===== src/rtl/fifo_write_arbiter.sv =====
// fifo_write_arbiter: round-robin arbiter sharing one FIFO write port among N_REQ producers.
// The winner's word is registered into a single output stage that honours FIFO backpressure.
// Optional burst mode (up to BURST_LEN consecutive grants to one requester) is enabled by
// defining FIFO_ARB_BURST_EN.
module fifo_write_arbiter #(
    parameter int N_REQ     = 4,
    parameter int DATA_W    = 16,
    parameter int BURST_LEN = 4,
    parameter int IDX_W     = $clog2(N_REQ)
) (
    input  logic                    clk,
    input  logic                    rst,
    input  logic [N_REQ-1:0]        req_valid,
    input  logic [N_REQ*DATA_W-1:0] req_data,
    output logic [N_REQ-1:0]        req_ready,
    output logic [DATA_W-1:0]       fifo_data_in,
    output logic                    fifo_input_valid,
    input  logic                    fifo_input_enable,
    output logic [IDX_W-1:0]        grant_id
);

    // Elaboration-time parameter sanity checks
    if (N_REQ < 2 || N_REQ > 8 || (N_REQ & (N_REQ - 1)) != 0) begin : g_bad_n_req
        $error("fifo_write_arbiter: N_REQ must be a power of two in 2..8");
    end
    if (BURST_LEN < 2 || BURST_LEN > 16) begin : g_bad_burst_len
        $error("fifo_write_arbiter: BURST_LEN must be in 2..16");
    end

    logic              out_valid_q, out_valid_d;
    logic [DATA_W-1:0] data_q, data_d;
    logic [IDX_W-1:0]  grant_q, grant_d;
    logic [IDX_W-1:0]  last_q, last_d;

    logic              load_ok;
    logic              rr_found;
    logic [IDX_W-1:0]  rr_idx;
    logic              win_found;
    logic [IDX_W-1:0]  win_idx;
    logic [DATA_W-1:0] win_data;

`ifdef FIFO_ARB_BURST_EN
    localparam int CNT_W = $clog2(BURST_LEN);
    logic [CNT_W-1:0]  cnt_q, cnt_d;
    // Set once a real grant has happened, so the reset value of last_q never sticks
    logic              live_q, live_d;
    logic              stick;
`endif

    // Round-robin search starting just after the last granted requester
    always_comb begin
        rr_found = 1'b0;
        rr_idx   = last_q;
        for (int k = 1; k <= N_REQ; k++) begin
            if (!rr_found && req_valid[last_q + IDX_W'(k)]) begin
                rr_found = 1'b1;
                rr_idx   = last_q + IDX_W'(k);
            end
        end
    end

    // Winner selection, optionally keeping the current requester for a burst
    always_comb begin
        win_found = rr_found;
        win_idx   = rr_idx;
`ifdef FIFO_ARB_BURST_EN
        stick = live_q && req_valid[last_q] && (cnt_q < CNT_W'(BURST_LEN - 1));
        if (stick) begin
            win_found = 1'b1;
            win_idx   = last_q;
        end
`endif
        win_data = '0;
        for (int i = 0; i < N_REQ; i++) begin
            if (win_idx == IDX_W'(i)) begin
                win_data = req_data[i*DATA_W +: DATA_W];
            end
        end
    end

    // Handshake and output-stage next state
    always_comb begin
        load_ok     = !out_valid_q || fifo_input_enable;
        req_ready   = '0;
        out_valid_d = out_valid_q;
        data_d      = data_q;
        grant_d     = grant_q;
        last_d      = last_q;
        if (load_ok) begin
            if (win_found) begin
                req_ready[win_idx] = !rst;
                out_valid_d        = 1'b1;
                data_d             = win_data;
                grant_d            = win_idx;
                last_d             = win_idx;
            end else begin
                // load_ok with a held word implies it drains this edge
                out_valid_d = 1'b0;
            end
        end
    end

`ifdef FIFO_ARB_BURST_EN
    // Burst counter next state; stalled cycles leave it untouched
    always_comb begin
        cnt_d  = cnt_q;
        live_d = live_q;
        if (load_ok) begin
            cnt_d  = stick ? cnt_q + CNT_W'(1) : '0;
            live_d = win_found;
        end
    end

    // Burst counter state
    always_ff @(posedge clk or posedge rst) begin
        if (rst) begin
            cnt_q  <= '0;
            live_q <= 1'b0;
        end else begin
            cnt_q  <= cnt_d;
            live_q <= live_d;
        end
    end
`endif

    // Output stage and arbitration pointer state
    always_ff @(posedge clk or posedge rst) begin
        if (rst) begin
            out_valid_q <= 1'b0;
            data_q      <= '0;
            grant_q     <= '0;
            last_q      <= IDX_W'(N_REQ - 1);
        end else begin
            out_valid_q <= out_valid_d;
            data_q      <= data_d;
            grant_q     <= grant_d;
            last_q      <= last_d;
        end
    end

    assign fifo_input_valid = out_valid_q;
    assign fifo_data_in     = data_q;
    assign grant_id         = grant_q;

endmodule


===== config.mk =====
export PLATFORM = sky130hd
export DESIGN_NAME = fifo_write_arbiter
export DESIGN_NICKNAME = d
export VERILOG_FILES = /design/src/rtl/fifo_write_arbiter.sv
export SDC_FILE = /design/constraint.sdc
export NUM_CORES = 1
export LEC_CHECK = 0
export ABC_AREA = 1
export BUFFER_PORTS_ARGS = -buffer_cell sky130_fd_sc_hd__buf_2
export CAP_MARGIN = 15
export CORE_MARGIN = 8
export CORE_UTILIZATION = 44
export DETAILED_ROUTE_END_ITERATION = 10
export PLACE_DENSITY = 0.79
export SYNTH_ARGS = -nofsm -noshare
export SYNTH_HDL_FRONTEND = slang
export SYNTH_SLANG_ARGS = --single-unit

===== constraint.sdc =====
create_clock -name clk -period 2.2 [get_ports clk]
set_input_delay 0 -clock clk [delete_from_list [all_inputs] [get_ports clk]]
set_output_delay 0 -clock clk [all_outputs]
set_load 0.05 [all_outputs]

==> metrics.txt, run 1 <==
status=complete, but fails checks; failing checks=negative hold slack, negative setup slack; num rows=21; Synth Cell Area=1580 um^2; Worst slew margin=0.818; CTS H-tree lvls=1; routed len/inst=15.3 um; clk buf depth=2; R2R Path Start=last_q[0]$_DFFE_PP1P_; max-capacitance violation count=0; unrepaired setup endpoints after global routing=yes; WHS=-7.68 ps; fillers=260; reg-to-reg setup timing slack=-20 ps; post-synthesis sequential area ratio=0.334; vias in the first global route=2152; most common cell in the netlist=nand2_1; Die H=75.9 um; Worst-Margin Slew=271 ps; Yosys cell types=20; # port buffers=93; Reg2Reg Depth=14; layout cells sized above 1=0.416; DRT Pass-1 Iters=4; GR Util met2=0.363; Synth-to-Final Area Change=61.4%; Async SR Flop Fraction=1.00; routing usage on met3=0.0578; Synth Flop Type=dfrtp_1; Seq. cell area=528 um^2; routed vias/inst=5.22; Syn. warnings=0; Startpoint Class=register; CP Launch Point=last_q[0]$_DFFE_PP1P_; routed wire length=6400 um; post-route ant nets=0; Setup CP Type=reg -> out; share of the synthesized area in the top cell type=0.301; hpwl dp=4140 um; Post-synth EDFFs=0; Core ar.=3390 um^2; crit-path max FO=7; Arr. time, crit path=2280 ps; main area contributors after synthesis=dfrtp_1, nand2_1, nand3_1; cell count after synthesis=250; flops & latches, synth=21; total track usage=0.202; clock sinks=21; area leader, netlist=dfrtp_1; WHS Path Cells=5; final setup fails=5; top post-synthesis cells by count=nand2_1, nand3_1, nor2_1; Hold Crit Class=in -> reg; Multi-input gate area=1030 um^2; global-route met1 utilization=0.222; clk root buf=clkbuf_4; Clk Latency, worst-skew pair=310 ps; drt initial violations=286; final hold viol count=4; first-pass GRT wire length=9870 um; post-layout minimum cycle time=2280 ps; die area=5770 um^2; fin. max-slew vios=0; Inserted Clock Buffers=3; # IOs=94; final worst setup slack=-80.4 ps; count of nets after finishing=445; Worst Skew=5.94 ps; crit share post-route=1.04; GRT overflow=0; gpl congestion=0.879; CTS tree=built; Place WS=0.833 ps; Hold Crit Start=req_data[48]; crit path capture type=output pin; # DRC=0; GR peak layer=met2; largest net degree at the start of global routing=23; Max Freq=439 MHz; Starting Density=0.466; Synth Area per Inst=6.32 um^2; vias=2187; clock-pin slew on the worst setup and hold paths=130 ps; WP data required=2200 ps; Syn Nets=321; Die Span X=75.9 um; antenna cells=0; initial antenna violation count=0
-- timing repair --
item,in CTS,in global routing
pin swaps,2,9
buffers inserted,9,5
endpoints found under the hold margin,34,0
endpoints found under the setup margin,6,20
gates resized for setup,31,19
hold buffers,18,0
-- stage by stage --
stage / TNS (ps) / utilization / instance area (um^2) / instances / hold WS [ps]
CTS: 0 / 0.721 / 2440 / 414 / 2.62
global placement: 0 / 0.608 / 2060 / 383 / 106
finish: -298 / 0.753 / 2550 / 419 / -7.68
global route: -1390 / 0.753 / 2550 / 419 / 15.3
floorplan: -10.2 / - / 1590 / 250 / -16.5
detailed placement: 0 / 0.608 / 2060 / 383 / 112
-- registers in the layout (all words and copies together) (netlist names) --
name              cells
fifo_data_in         16
fifo_input_valid      1
grant_id              2
last_q                2
-- worst paths after layout --
check	to
worst max-delay path	req_ready[0]
worst min-delay path	fifo_data_in[0]$_DFFE_PP0P_
worst max register to register	fifo_data_in[3]$_DFFE_PP0P_
worst min register to register	fifo_data_in[7]$_DFFE_PP0P_
max in group asynchronous	last_q[0]$_DFFE_PP1P_
min in group asynchronous	fifo_data_in[1]$_DFFE_PP0P_
-- final cells by class --
type / count / area share
Sequential cell: 21 / 0.207
Multi-Input combinational cell: 207 / 0.405
Clock buffer: 3 / 0.00883
Tap cell: 46 / 0.0226
Inverter: 10 / 0.0206
Clock inverter: 1 / 0.00196
Timing Repair Buffer: 131 / 0.334
-- cells by family (layout without fill, tap and decap cells) --
kind of cell	Yosys count	in the layout	synth area share
AND/OR/NAND/NOR	187	187	0.515
flip-flops	21	21	0.334
buffers and inverters	22	145	0.0879
AO/OA/AOI/OAI	20	20	0.0633
-- routing by layer --
metal	up-vias	share of wire
li1	1050	-
met1	987	0.39
met2	131	0.50
met3	19	0.089
met4	0	0.025
met5	-	0
-- cell usage in the layout (no fill, tap or decap), types with 3 or more instances in the layout --
master | netlist | layout
buf_2 | 5 | 89
nand2_1 | 95 | 88
nand3_1 | 38 | 36
nor2_1 | 35 | 32
dfrtp_1 | 19 | 19
dlygate4sd3_1 | 0 | 18
buf_4 | 2 | 15
o21ai_0 | 12 | 12
nand2_2 | 9 | 10
nand2_4 | 2 | 7
buf_6 | 5 | 7
o21ai_1 | 6 | 5
inv_2 | 4 | 4
nand4_1 | 4 | 4
inv_4 | 2 | 3
clkbuf_4 | 0 | 3
-- worst max-delay path, cell delays in order, from the launching register on --
cell and delay [ps]:
dfstp_2 610, buf_4 130, nand2_1 70, nand2_2 120, nand2_4 90, nand2_4 120
inv_2 60, nand3_4 70, nand3_2 100, nand2_4 150, inv_8 60, nor3_4 200
buf_6 180
Power of run 1 is not shown: default switching activity piles up to over one toggle a cycle in this logic, so the estimate is an artifact.
==> inputs of run 2 (changes only) <==
--- a/config.mk
+++ b/config.mk
@@ -5,13 +5,13 @@
 export SDC_FILE = /design/constraint.sdc
 export NUM_CORES = 1
 export LEC_CHECK = 0
-export ABC_AREA = 1
 export BUFFER_PORTS_ARGS = -buffer_cell sky130_fd_sc_hd__buf_2
 export CAP_MARGIN = 15
 export CORE_MARGIN = 8
-export CORE_UTILIZATION = 44
+export CORE_UTILIZATION = 41
 export DETAILED_ROUTE_END_ITERATION = 10
-export PLACE_DENSITY = 0.79
+export PLACE_DENSITY = 0.78
+export SLEW_MARGIN = 10
 export SYNTH_ARGS = -nofsm -noshare
 export SYNTH_HDL_FRONTEND = slang
 export SYNTH_SLANG_ARGS = --single-unit
==> run 2 against run 1 <==
Net effect:
- the flow now finishes without violations
- final cell count fell by 34%
- first-iteration DRC count fell by 55%
- synthesized area fell by 14%
- count of clock-buffer cells in the layout did not move
- die area fell by 6.3%
- critical path type unchanged
- critical endpoint is now req_ready[3]
- highest routed layer unchanged
==> metrics.txt, run 2 <==
GRT overflow=0 (unchanged); final core utilization=0.599 (-0.154); vias=1439 (-34%); total track usage=0.159 (-0.0427); post-synthesis mux area share=0.240 (+0.240); Synth Flop Type=dfrtp_1; status=finished clean; max-capacitance violation count=0 (unchanged); Leakage=1.05 nW; crit-path max cell delay=610 ps (about the same); share of the synthesized area in the top cell type=0.351 (+0.0497); Synth Cell Area=1360 um^2 (-14%); largest net degree at the start of global routing=22 (-4.3%); area leader, netlist=dfrtp_1; unrepaired setup endpoints after global routing=no; fin. max-slew vios=0 (unchanged); antenna cells=0 (unchanged); Setup CP Type=reg -> out; # IOs=94 (unchanged); setup bufs post-CTS=0 (-9); clock-pin slew on the worst setup and hold paths=120 ps (about the same); crit path capture type=output pin; die area=5400 um^2 (-6.3%); post-synthesis adder-cell area fraction=0 (unchanged); Syn. warnings=0 (unchanged); Max stage delay cell, worst path=dfstp_2; Final Cell Area=1950 um^2 (-23%); clock sinks=21 (unchanged); # DRC=0 (unchanged); clk buf depth=2 (unchanged); gpl congestion=0.830 (-5.6%); initial antenna violation count=0 (unchanged); routed len/inst=15.6 um (+2.2%); hpwl dp=3380 um (-18%); Worst slew margin=0.703 (-0.115); post-layout minimum cycle time=2080 ps (-202 ps); most frequent cells in the layout=buf_2, mux2i_1, nand2_1; count of nets after finishing=302 (-32%); CTS H-tree lvls=1 (unchanged); num rows=21 (unchanged); Async SR Flop Fraction=1.00 (unchanged); Die H=73.5 um (-3.2%); Synth Area in XOR/XNOR=0 (unchanged); Worst VDD drop=0.000544 V; WP data required=2200 ps (about the same); Core ar.=3260 um^2 (-3.9%); final setup fails=0 (-5); routed wire length=4310 um (-33%); crit-path max FO=19 (+12); Synth Area in Simple Gates=0.116 (-0.398); worst path cell trace=mux2i_1 > or2_1 > o211ai_4 > buf_8 > and3_1 > buf_2; Synth Area per Inst=10.3 um^2 (+63%); fillers=311 (+20%); Startpoint Class=register; Post-synth EDFFs=0 (unchanged); Starting Density=0.416 (-0.0499); crit share post-route=0.945 (-0.0917); WHS=5.34 ps (+13.0 ps); Hold Crit Class=in -> reg; post-route ant nets=0 (unchanged); Cell Area, Placed=1850 um^2 (-10%); Worst-Margin Slew=442 ps (+172 ps); clk root buf=clkbuf_4; CTS tree=built; first-pass GRT wire length=6860 um (-30%); Clk Latency, worst-skew pair=300 ps (about the same); most common cell in the netlist=mux2i_1; layout cells sized above 1=0.491 (+0.0758); top post-synthesis cells by count=mux2i_1, nand2_1, dfrtp_1; fraction of the mapped netlist area in compound gates=0.173 (+0.110); Yosys cell types=30 (+50%); commonest non-fill, non-tap cell in the layout=buf_2; cell count after synthesis=132 (-47%); main area contributors after synthesis=dfrtp_1, mux2i_1, o221ai_1; flops & latches, synth=21 (unchanged); Synth-to-Final Area Change=43.9%; drt initial violations=129 (-55%); Inserted Clock Buffers=3 (unchanged); main combinational cell family by area after synthesis=multiplexers; # port buffers=93 (unchanged); DRT Pass-1 Iters=4 (unchanged); post-synthesis sequential area ratio=0.389 (+0.0552); final hold viol count=0 (-4); Syn Nets=203 (-37%); routed vias/inst=5.21 (-0.11%); vias in the first global route=1515 (-30%); Cell Pwr Density=980 nW/um^2; Arr. time, crit path=2080 ps (-200 ps); Die Span X=73.5 um (-3.2%); setup TNS=0 ps (+298 ps); Worst Skew=6.23 ps (+0.287 ps); Max Freq=481 MHz (+9.7%); Largest register FFs=16 (unchanged); total power draw=1.91 mW
run 2: final timing paths:
check                                             from  slack [ps]                            to  cells past startpoint
setup / recovery                 last_q[1]$_DFFE_PP1P_         120                  req_ready[3]                      6
hold / removal                            req_data[42]           5  fifo_data_in[10]$_DFFE_PP0P_                      3
setup reg to reg                 last_q[1]$_DFFE_PP1P_         320  fifo_data_in[14]$_DFFE_PP0P_                      5
hold reg to reg            fifo_data_in[1]$_DFFE_PP0P_         500   fifo_data_in[1]$_DFFE_PP0P_                      2
max in group asynchronous                          rst        1590         last_q[1]$_DFFE_PP1P_                      4
min in group asynchronous                          rst         330   fifo_data_in[6]$_DFFE_PP0P_                      4
run 2: cell type report:
cell class,count,area (um^2),area share
Clock inverter,1,5.00,0.00256
Tap cell,46,57.6,0.0295
Timing Repair Buffer,103,569,0.292
Inverter,6,22.5,0.0115
Sequential cell,21,528,0.271
Clock buffer,3,22.5,0.0115
Multi-Input combinational cell,96,747,0.383
run 2: power by group:
| group | leakage [nW] | internal (mW) | switching (mW) |
|---|---|---|---|
| registers | 0.250 | 0.514 | 0.0735 |
| clock network | 0.0177 | 0.0677 | 0.120 |
| logic | 0.783 | 0.370 | 0.768 |
| total | 1.05 | 0.951 | 0.961 |
run 2: logic make-up (layout without fill, tap and decap cells):
kind of cell / Yosys count / count (layout)
and+or+nand+nor: 36 / 36
buffers and inverters: 15 / 113
muxes: 32 / 32
DFF: 21 / 21
AOI/OAI and AO/OA: 28 / 28
run 2: per-layer routing:
metal  wire, um  global-route usage  vias to the layer above
met4         46              0.0554                        0
li1           -                   -                      693
met2       2440               0.294                       48
met3        258              0.0341                        4
met5          0                   0                        -
met1       1560               0.171                      694
run 2: stage by stage:
stage | setup slack (ps) | std cells
after CTS | 3.47 | 275
final | 121 | 276
after detailed placement | 295 | 267
after floorplan | 107 | 132
after global placement | 339 | 267
after global routing | 2.89 | 276
run 2: timing repair:
| item | CTS | global route |
|---|---|---|
| endpoints found under the setup margin | 0 | 4 |
| hold buffers | 4 | 1 |
| resized for setup | 0 | 8 |
| hold endpoints to repair | 21 | 1 |
run 2: worst max-delay path: cells and delay by family, from the launching register on:
| kind | cells | cell delay [ps] |
|---|---|---|
| AOI/OAI and AO/OA | 1 | 130 |
| buffers and inverters | 2 | 500 |
| DFF | 1 | 610 |
| muxes | 1 | 100 |
| and+or+nand+nor | 2 | 430 |
(Power assumes the default switching activity.)
==> inputs of run 3 (changes only) <==
--- a/config.mk
+++ b/config.mk
@@ -8,9 +8,9 @@
 export BUFFER_PORTS_ARGS = -buffer_cell sky130_fd_sc_hd__buf_2
 export CAP_MARGIN = 15
 export CORE_MARGIN = 8
-export CORE_UTILIZATION = 41
+export CORE_UTILIZATION = 36
 export DETAILED_ROUTE_END_ITERATION = 10
-export PLACE_DENSITY = 0.78
+export PLACE_DENSITY = 0.69
 export SLEW_MARGIN = 10
 export SYNTH_ARGS = -nofsm -noshare
 export SYNTH_HDL_FRONTEND = slang
==> run 3 against run 2 <==
Net effect:
- sequential power hardly changed
- final cell count is 1.1% lower
- first-iteration DRC count is 74% lower
- global-route usage is 2.0 points lower
- register-to-register slack hardly changed
- highest routed layer unchanged
==> metrics.txt, run 3 (synthesis results as in run 2) <==
crit-path max cell delay=600 ps (about the same); WP data required=2200 ps (about the same); Hold Crit Start=req_valid[0]; Max Freq=480 MHz (-0.32%); Max stage delay cell, worst path=dfstp_2; Hold Path End=fifo_input_valid$_DFFE_PP0P_; worst path bufs/invs=2 (unchanged); crit path capture type=output pin; Startpoint Class=register; commonest non-fill, non-tap cell in the layout=buf_2; Die H=77.4 um (+5.3%); routed wire length=4320 um (+0.28%); Seq pwr share=0.298 (-0.009); initial antenna violation count=0 (unchanged); Final Non-Filler Cells=273 (-1.1%); # IOs=94 (unchanged); gpl congestion=0.772 (-6.9%); final core utilization=0.530 (-0.0695); Comb pwr share=0.573 (-0.022); setup bufs post-CTS=0 (unchanged); # DRC=0 (unchanged); Core ar.=3630 um^2 (+12%); total power draw=1.96 mW (+2.6%); final setup fails=0 (unchanged); CP Launch Point=last_q[1]$_DFFE_PP1P_; setup TNS=0 ps (unchanged); hpwl dp=3370 um (-0.48%); clk root buf=clkbuf_8; routed len/inst=15.8 um (+1.4%); routed vias/inst=5.10 (-2.3%); Worst-Margin Slew=546 ps (+104 ps); Setup CP Type=reg -> out; # port buffers=93 (unchanged); final hold viol count=0 (unchanged); vias in the first global route=1483 (-2.1%); unrepaired setup endpoints after global routing=no; fin. max-slew vios=0 (unchanged); post-layout minimum cycle time=2090 ps (+6.59 ps); Hold Crit Class=in -> reg; die area=5990 um^2 (+11%); worst path cell trace=mux2i_1 > or2_1 > o211ai_4 > buf_12 > nor3b_2 > clkbuf_4; first-pass GRT wire length=7000 um (+2.0%); status=finished clean; crit-path max FO=35 (+16); Reg2Reg Depth=6 (+1); Psw=0.960 mW (about the same); Worst Skew=1.69 ps (-4.54 ps); switching share of power=0.489 (-0.0133); WHS Path Cells=3 (unchanged); count of nets after finishing=297 (-1.7%); crit share post-route=0.948 (+0.00300); Leakage=1.04 nW (-0.99%); Inserted Clock Buffers=3 (unchanged); clock-pin slew on the worst setup and hold paths=80 ps (-40 ps); vias=1391 (-3.3%); CTS tree=built; Largest register FFs=16 (unchanged); GRT overflow=0 (unchanged); reg-to-reg setup timing slack=320 ps (about the same); DRT Pass-1 Iters=4 (unchanged); largest net degree at the start of global routing=36 (+64%); drt initial violations=33 (-74%); Worst slew margin=0.633 (-0.0697); Arr. time, crit path=2090 ps (about the same); placed cell count=268 (+0.37%); antenna cells=0 (unchanged); post-route ant nets=0 (unchanged); Pint=1.00 mW (+5.4%); Cell Pwr Density=1020 nW/um^2 (+4.1%); total track usage=0.139 (-0.0202); clock sinks=21 (unchanged); Clk pwr share=0.129 (+0.031); Crit Reg-Reg Endpoint=fifo_data_in[0]$_DFFE_PP0P_; Synth-to-Final Area Change=41.9%; most frequent cells in the layout=buf_2, mux2i_1, nand2_1; CTS H-tree lvls=1 (unchanged); num rows=22 (+4.8%); Clk Latency, worst-skew pair=250 ps (-50 ps); layout cells sized above 1=0.498 (+0.00647); Worst VDD drop=0.000375 V (-31%); clk buf depth=2 (unchanged); critical path's top delay family=flip-flops; max-capacitance violation count=0 (unchanged); R2R Path Start=last_q[1]$_DFFE_PP1P_; Starting Density=0.373 (-0.0430); Die Span X=77.4 um (+5.3%)
[run 3: cell count changes in the layout (fill, tap and decap cells not counted)]
cell,previous run,this run
buf_12,0,1
buf_2,91,92
buf_4,4,3
buf_6,1,0
buf_8,1,0
clkbuf_4,4,1
clkbuf_8,0,3
dlygate4sd3_1,5,1
[run 3: final cells by class]
cell class | count | area [um^2]
flip-flops and latches | 21 | 528
well taps | 48 | 60.1
clock inverters | 1 | 5.00
repair buffers | 98 | 520
multi-input cells | 96 | 747
clock buffers | 3 | 41.3
inverters | 6 | 22.5
fillers | 377 | 1710
[run 3: layer usage]
| layer | up-vias | routed length (um) | global-route usage |
|---|---|---|---|
| li1 | 681 | - | - |
| met1 | 647 | 1810 | 0.156 |
| met2 | 61 | 2070 | 0.244 |
| met3 | 2 | 390 | 0.0415 |
| met4 | 0 | 40 | 0.0453 |
| met5 | - | 0 | 0 |
[run 3: worst max-delay path by stage]
stage                                   to  slack (ps)  cells after the start
6_report                      req_ready[1]         110                      6
3_5_place_dp   fifo_data_in[0]$_DFFE_PP0P_         320                      6
4_1_cts                       req_ready[1]          80                      6
3_3_place_gp   fifo_data_in[0]$_DFFE_PP0P_         360                      6
5_1_grt                       req_ready[0]           8                      6
2_1_floorplan                 req_ready[2]         110                      6
[run 3: through the flow]
step                      setup slack (ps)  instance area (um^2)  hold WS, ps
after floorplan                        107                  1370        -19.7
after global placement                 362                  1860          102
after detailed placement               317                  1860          103
after CTS                             77.9                  1920         9.67
after global routing                  7.63                  1920         38.4
final                                  115                  1920         14.4
[run 3: worst min-delay path, stage by stage]
cell     delay (ps)
buf_2           100
nor4_1           70
nand2_1          70
[run 3: power groups by stage]
stage | sequential, mW | combinational [mW] | clock, mW
global placement | 0.591 | 1.12 | 0
floorplan | 0.990 | 0.487 | 0
global route | 0.601 | 1.20 | 0.285
finish | 0.585 | 1.13 | 0.252
detailed placement | 0.592 | 1.13 | 0
CTS | 0.586 | 1.13 | 0.262
[run 3: what timing repair did]
| action | in CTS | in global routing |
|---|---|---|
| endpoints found under the hold margin | 19 | 0 |
| setup endpoints to repair | 0 | 3 |
| resized for setup | 0 | 3 |
| hold buffers | 1 | 0 |
